### config.mk
export PLATFORM = sky130hd
export DESIGN_NAME = ascon_substitution
export DESIGN_NICKNAME = d
export VERILOG_FILES = /design/src/rtl/ascon_pack.sv /design/src/rtl/ascon_substitution_sbox.sv /design/src/rtl/ascon_substitution.sv
export SDC_FILE = /design/constraint.sdc
export NUM_CORES = 1
export LEC_CHECK = 0
export CORE_MARGIN = 5
export CORE_UTILIZATION = 25
export DETAILED_ROUTE_END_ITERATION = 8
export GPL_TIMING_DRIVEN = 0
export HOLD_SLACK_MARGIN = 0.15
export PLACE_DENSITY = 0.45
export SLEW_MARGIN = 20
export SYNTH_ARGS = -nofsm -noshare
export SYNTH_HDL_FRONTEND = slang
export SYNTH_SLANG_ARGS = --single-unit
### constraint.sdc
create_clock -name clock_i -period 3.2 [get_ports clock_i]
set_clock_uncertainty 0.2 [all_clocks]
set_input_delay 0.32 -clock clock_i [delete_from_list [all_inputs] [get_ports clock_i]]
set_output_delay 0.32 -clock clock_i [all_outputs]
set_load 0.1 [all_outputs]
### src/rtl/ascon_pack.sv
// Shared ASCON definitions: permutation state type, 5-bit S-box table and
// the round constants used by the constant-addition layer.
package ascon_pack;

   localparam int WORDS     = 5;
   localparam int WORD_BITS = 64;

   // state[0] = x0 .. state[4] = x4, each a 64-bit word
   typedef logic [0:WORDS-1][WORD_BITS-1:0] type_state;

   // 5-bit S-box, index = {x0,x1,x2,x3,x4} of one column (x0 is the MSB)
   localparam logic [4:0] SBOX [0:31] = '{
      5'h04, 5'h0b, 5'h1f, 5'h14, 5'h1a, 5'h15, 5'h09, 5'h02,
      5'h1b, 5'h05, 5'h08, 5'h12, 5'h1d, 5'h03, 5'h06, 5'h1c,
      5'h1e, 5'h13, 5'h07, 5'h0e, 5'h00, 5'h0d, 5'h11, 5'h18,
      5'h10, 5'h0c, 5'h01, 5'h19, 5'h16, 5'h0a, 5'h0f, 5'h17
   };

   // Round constants for p_C (12-round schedule); consumed by the neighbouring layer
   localparam logic [7:0] ROUND_CONST [0:11] = '{
      8'hf0, 8'he1, 8'hd2, 8'hc3, 8'hb4, 8'ha5,
      8'h96, 8'h87, 8'h78, 8'h69, 8'h5a, 8'h4b
   };

   function automatic logic [4:0] sbox_lookup(input logic [4:0] idx);
      return SBOX[idx];
   endfunction

endpackage

### src/rtl/ascon_substitution_sbox.sv
// One column of the ASCON substitution layer: pure combinational 5-bit LUT.
module ascon_substitution_sbox
   import ascon_pack::*;
(
   input  logic [4:0] idx,
   output logic [4:0] value
);

   assign value = sbox_lookup(idx);

endmodule

### src/rtl/ascon_substitution.sv
// ASCON substitution layer p_S: 64 independent column S-boxes across the
// 320-bit state, followed by a valid-qualified output register (1 cycle).
module ascon_substitution
   import ascon_pack::*;
(
   input  logic      clock_i,
   input  logic      resetb_i,
   input  logic      valid_i,
   input  type_state state_i,
   output type_state state_o,
   output logic      valid_o
);

   logic [4:0] col_in  [WORD_BITS];
   logic [4:0] col_out [WORD_BITS];
   type_state  sub_state;
   type_state  state_reg;
   logic       valid_reg;

   // One S-box per bit column; x0 forms the MSB of the lookup index
   generate
      for (genvar gi = 0; gi < WORD_BITS; gi++) begin : g_col
         assign col_in[gi] = {state_i[0][gi], state_i[1][gi], state_i[2][gi],
                              state_i[3][gi], state_i[4][gi]};
         ascon_substitution_sbox u_sbox (
            .idx   (col_in[gi]),
            .value (col_out[gi])
         );
      end
   endgenerate

   // Scatter each column result back into the five state words
   always_comb begin
      sub_state = '0;
      for (int i = 0; i < WORD_BITS; i++) begin
         sub_state[0][i] = col_out[i][4];
         sub_state[1][i] = col_out[i][3];
         sub_state[2][i] = col_out[i][2];
         sub_state[3][i] = col_out[i][1];
         sub_state[4][i] = col_out[i][0];
      end
   end

   // Output register: capture on valid, hold otherwise; reset drops any in-flight result
   always_ff @(posedge clock_i or negedge resetb_i) begin
      if (!resetb_i) begin
         state_reg <= '0;
         valid_reg <= 1'b0;
      end else begin
         valid_reg <= valid_i;
         if (valid_i) begin
            state_reg <= sub_state;
         end
      end
   end

   assign state_o = state_reg;
   assign valid_o = valid_reg;

endmodule

# Yosys cells after proc, flatten, opt, wreduce, memory -nomap -nowiden
# Memories as Yosys holds them, arrays and structs flattened. A register that Yosys moved wholly into a read port is not among the register bits.
# Index checks and enable logic that the tools add are counted.
[op_classes]
reduce_logical = 64
n_bitwise = 64
[ops]
columns = ["cell", "n"]
rows = [
  ["NOT 5 -> 6 bit", 64],
  ["zero test 1 bit", 64],
]
[word_totals]
output_inout_bits = 321
rom_bits = 10240
ff_bits = 1
wordCells = 193
n_memories = 64
[mem_list]
columns = ["memory", "words", "width", "rd", "rd_clocked_by_memory_dff", "write_ports", "line", "source"]
rows = [
  ["(no name shown)", 32, 5, 1, 1, 0, "ascon_pack.sv:26", "return SBOX[idx];"],
  ["(no name shown)", 32, 5, 1, 1, 0, "ascon_pack.sv:26", ""],
  ["(no name shown)", 32, 5, 1, 1, 0, "ascon_pack.sv:26", ""],
  ["(no name shown)", 32, 5, 1, 1, 0, "ascon_pack.sv:26", ""],
  ["(no name shown)", 32, 5, 1, 1, 0, "ascon_pack.sv:26", ""],
  ["(no name shown)", 32, 5, 1, 1, 0, "ascon_pack.sv:26", ""],
  ["+58 memories", "n/a", "n/a", "n/a", "n/a", "n/a", "n/a", ""],
]

# Longest topological paths before layout
[logic_depth]
ltp_word = 1
mapped_depth = 7
mapped_depth_nobuf = 6

# Modules after synthesis
# Synthesis repeated with hierarchy kept, for this count alone.
[hier_totals]
cells_unflattened = 2637
area_unflattened_um2 = 29269.3
[modules_own_cells]
columns = ["module", "cells_per_inst", "area_each_um2", "instances"]
rows = [
  ["ascon_substitution_sbox (g_col[0].u_sbox ...)", 31, 251.5, 56],
  ["ascon_substitution", 677, 13444.1, 1],
  ["ascon_substitution_sbox (g_col[60].u_sbox ...)", 28, 217.7, 8],
]

# Worst setup path before layout
# OpenSTA, ideal clock, no wires.
[synth_path]
path_type = "input port to flip-flop"
start = "input port state_i[63] in the netlist's numbering"
end = "register state_reg (netlist bit state_o[255])"
path_stages = 6
arrival_time_ps = 1551
t_required_ps = 2874
slack_ps = 1322
path_buffers = 0
cell_sequence = "inv_1 > ha_1 > inv_1 > or3_1 > a32o_1 > mux2_4"
[synth_between]
elab_chain_cells = 1
[synth_lines]
columns = ["element", "line", "source"]
rows = [
  ["start: declaration", "ascon_substitution.sv:9", "input type_state state_i,"],
  ["NOT 5 -> 6 bit (not written as such)", "ascon_pack.sv:26", ""],
  ["end: declaration", "ascon_substitution.sv:17", "type_state state_reg;"],
]
# Every way passes these cells.

==> impl_metrics.env <==
export IMPL_cts_tree="built"
export IMPL_cap_viol_max_count=0
export IMPL_synth_edf_count=0
export IMPL_h_tree_depth=2
export IMPL_fin_crit_sh_pct=88.83
export IMPL_first_pass_iters=5
export IMPL_num_rows=117
export IMPL_fin_crit_ps=2843
export IMPL_path_clk_slew_ps=60
export IMPL_post_cts_buffers=0
export IMPL_final_cell_mix="clkdlybuf4s50_1, ha_1, dfrtp_1, a21oi_1, nor2_1"
export IMPL_dpl_instance_area_mm2=0.03329
export IMPL_worst_setup_path_type="in2reg"
export IMPL_dp_hpwl_mm=85.63
export IMPL_endpoint="state_o[268]"
export IMPL_cts_buffers=47
export IMPL_synth_cells=2905
export IMPL_fin_nets=4301
export IMPL_ys_seq_elements=321
export IMPL_core_region_area_mm2=0.1016
export IMPL_pwr_share_seq_pct=24.8
export IMPL_r2r_start="state_o[222]"
export IMPL_clock_sinks=321
export IMPL_final_common_cell="clkdlybuf4s50_1"
export IMPL_drt_iter0_markers=1130
export IMPL_place_congestion=0.8452
export IMPL_fmax_mhz=351.8
export IMPL_cpMostUsedCell="buf_2"
export IMPL_path_buf_inv=6
export IMPL_crit_required_ps=3520
export IMPL_worst_path_dominant_cell_family="buffers and inverters"
export IMPL_vias=23370
export IMPL_p_switching_mw=9.667
export IMPL_grt_usage_pct=20.31
export IMPL_clkPwrFrac_pct=27.8
export IMPL_p_per_area_mw_per_mm2=569.1
export IMPL_drt_wl_total_mm=114.8
export IMPL_intPower_mw=10.64
export IMPL_cts_root_buffer="clkbuf_16"
export IMPL_grt_start_max_net_pins=80
export IMPL_drive_above_1_share_pct=8.961
export IMPL_hold_viol_final=0
export IMPL_synth_ff_type="dfrtp_1"
export IMPL_synthArstFlopShare_pct=100.0
export IMPL_stdcell_area_mm2=0.03569
export IMPL_status="completed"
export IMPL_arrival_ps=3160
export IMPL_path_cells="clkdlybuf4s50_1 -> buf_2 -> buf_2 -> buf_2 -> buf_2 -> o211ai_1 -> dlygate4sd3_1 -> o21ai_0"
export IMPL_hold_start="state_i[284]"
export IMPL_syn_nets=3592
export IMPL_yosysUniqueCellTypes=57
export IMPL_ir_drop_v=0.0003692
export IMPL_avgRoutedWirePerCell_um=22.80
export IMPL_synth_area_per_cell_um2=8.790
export IMPL_p_comb_share_pct=47.3
export IMPL_rr_worst_depth=3
export IMPL_overflow=0
export IMPL_pin_count=644
export IMPL_dieHeight_um=329.6
export IMPL_die_w_um=329.6
export IMPL_cp_depth=8
export IMPL_endpoint_kind="flip-flop"
export IMPL_rsz0062_at_grt="no"
export IMPL_reg2reg_slack_ps=1980
export IMPL_drc=0
export IMPL_cp_start_kind="input pin"
export IMPL_syn_to_final_growth_pct=39.76
export IMPL_hold_path_class="in2reg"
export IMPL_cp_startpoint="valid_i"
export IMPL_crit_fanout=10
export IMPL_insertion_delay_ps=600
export IMPL_grt_pass1_wl_mm=161.9
export IMPL_final_util_pct=35.13
export IMPL_die_area_mm2=0.1086
export IMPL_tightest_slew_ps=1143
export IMPL_clk_path_buf_depth=3
export IMPL_power_switching_share_pct=47.60
export IMPL_grt_pass1_vias=22760
export IMPL_slowest_stage="buf_2"
export IMPL_relSlewSlack_pct=23.56
export IMPL_ys_seq_area_share_pct=31.46
export IMPL_start_util_pct=25.13
export IMPL_cp_slowest_stage_delay_ps=690
export IMPL_synth_area_mm2=0.02553
export IMPL_port_buffers=580
export IMPL_finalSetupViolCount=0
export IMPL_r2r_end="state_o[222]"
export IMPL_p_leak_nw=16.20
export IMPL_vias_per_cell=4.643
export IMPL_drtAntennaViolNets=0
export IMPL_ys_warn_count=0
export IMPL_hold_slack_ps=270.4
export IMPL_slew_viol_final=0
export IMPL_totalPowerFinal_mw=20.31
export IMPL_antenna_found_initial=30
logic make-up (layout without fill, tap and decap cells):
| kind of cell | after synthesis | count (layout) | synth area share, % |
|---|---|---|---|
| flip-flops | 321 | 321 | 31.46 |
| adder cells (fa/ha/maj) | 364 | 364 | 17.84 |
| XOR/XNOR | 198 | 198 | 6.791 |
| multiplexers | 112 | 112 | 4.964 |
| other | 0 | 16 | 0 |
| AO/OA/AOI/OAI | 803 | 803 | 19.45 |
| buffers and inverters | 396 | 1140 | 6.953 |
| AND/OR/NAND/NOR | 711 | 711 | 12.54 |
worst register-to-register path, cell delays in order (launching register included):
cell	delay [ps]
dfrtp_1	380
nor2b_1	140
a41oi_1	150
a21bo_2	240
power groups by stage:
| stage | clock network [mW] | logic (mW) | registers, mW |
|---|---|---|---|
| 3_5_place_dp | 0 | 9.59 | 5.11 |
| 6_report | 5.66 | 9.61 | 5.04 |
| 2_1_floorplan | 0 | 2.09 | 9.60 |
| 4_1_cts | 5.88 | 9.71 | 5.05 |
| 5_1_grt | 6.02 | 10.1 | 5.12 |
| 3_3_place_gp | 0 | 9.57 | 5.12 |
timing repair:
action / in CTS / in global routing
hold endpoints to repair: 522 / 0
hold buffers: 71 / 0
resized for setup: 0 / 0
routing by layer:
metal  part of all wire, %  up-vias  routed length [um]  GRT usage (%)
met5                 0.040        -                  46              0
met4                   2.3        8                2600          5.298
met3                   6.6      120                7612          5.296
met2                    48      550               54550          34.17
met1                    44    11230               49960          25.96
li1                      -    11460                   -              -
worst min path at each step:
stage | slack (ps) | cells past startpoint | to
after detailed placement | 80 | 1 | state_o[311]
after floorplan | -180 | 0 | state_o[0]
final | 270 | 3 | state_o[220]
after global routing | 230 | 3 | state_o[221]
after global placement | 290 | 1 | state_o[276]
after CTS | 190 | 3 | state_o[221]
cells in the mapped netlist (13+ instances only):
master       n  area share, %
ha_1       364             18
dfrtp_1    321             31
a21oi_1    320            6.3
nor2_1     305            4.5
inv_1      250            3.7
xor2_1     176            6.0
nand2_1    173            2.5
o21ai_0    155            3.0
o211ai_1    86            2.5
buf_2       84            1.6
nor3_1      73            1.4
nor2b_1     63            1.5
mux2_2      49            2.2
mux2i_1     49            1.9
a211o_1     33            1.1
o22ai_1     31           0.76
a31oi_1     28           0.69
clkbuf_1    26           0.38
a211oi_1    23           0.68
nand2b_1    22           0.54
xnor2_1     22           0.75
a311oi_1    17           0.58
buf_6       17           0.75
buf_4       15           0.44
nand3b_1    15           0.44
or2_2       15           0.37
a21o_1      14           0.41
a32o_1      14           0.55
o211a_1     14           0.55
nand3_1     13           0.25
o2bb2ai_1   13           0.45
final cells by class:
class | instances | area [um^2]
clock inverter | 23 | 269.0
tap | 1368 | 1712
inverter | 250 | 938.4
buffer | 146 | 858.3
timing repair buffer | 660 | 6749
multi-input combinational | 2188 | 15730
sequential | 321 | 8033
fill | 10560 | 65910
antenna | 16 | 40.04
clock buffer | 61 | 1361
registers in the layout (all words and copies together), names as in the netlist:
register / count
state_o: 320
valid_o: 1
stage by stage:
stage | TNS [ps] | cells | setup slack [ps]
2_1_floorplan | 0 | 2905 | 1322
4_1_cts | 0 | 5017 | 297.3
3_5_place_dp | -907.6 | 4862 | -104.7
3_3_place_gp | -4911970 | 4853 | -15250
6_report | 0 | 5033 | 357.5
5_1_grt | 0 | 5027 | 169.4
(Power assumes the default switching activity.)
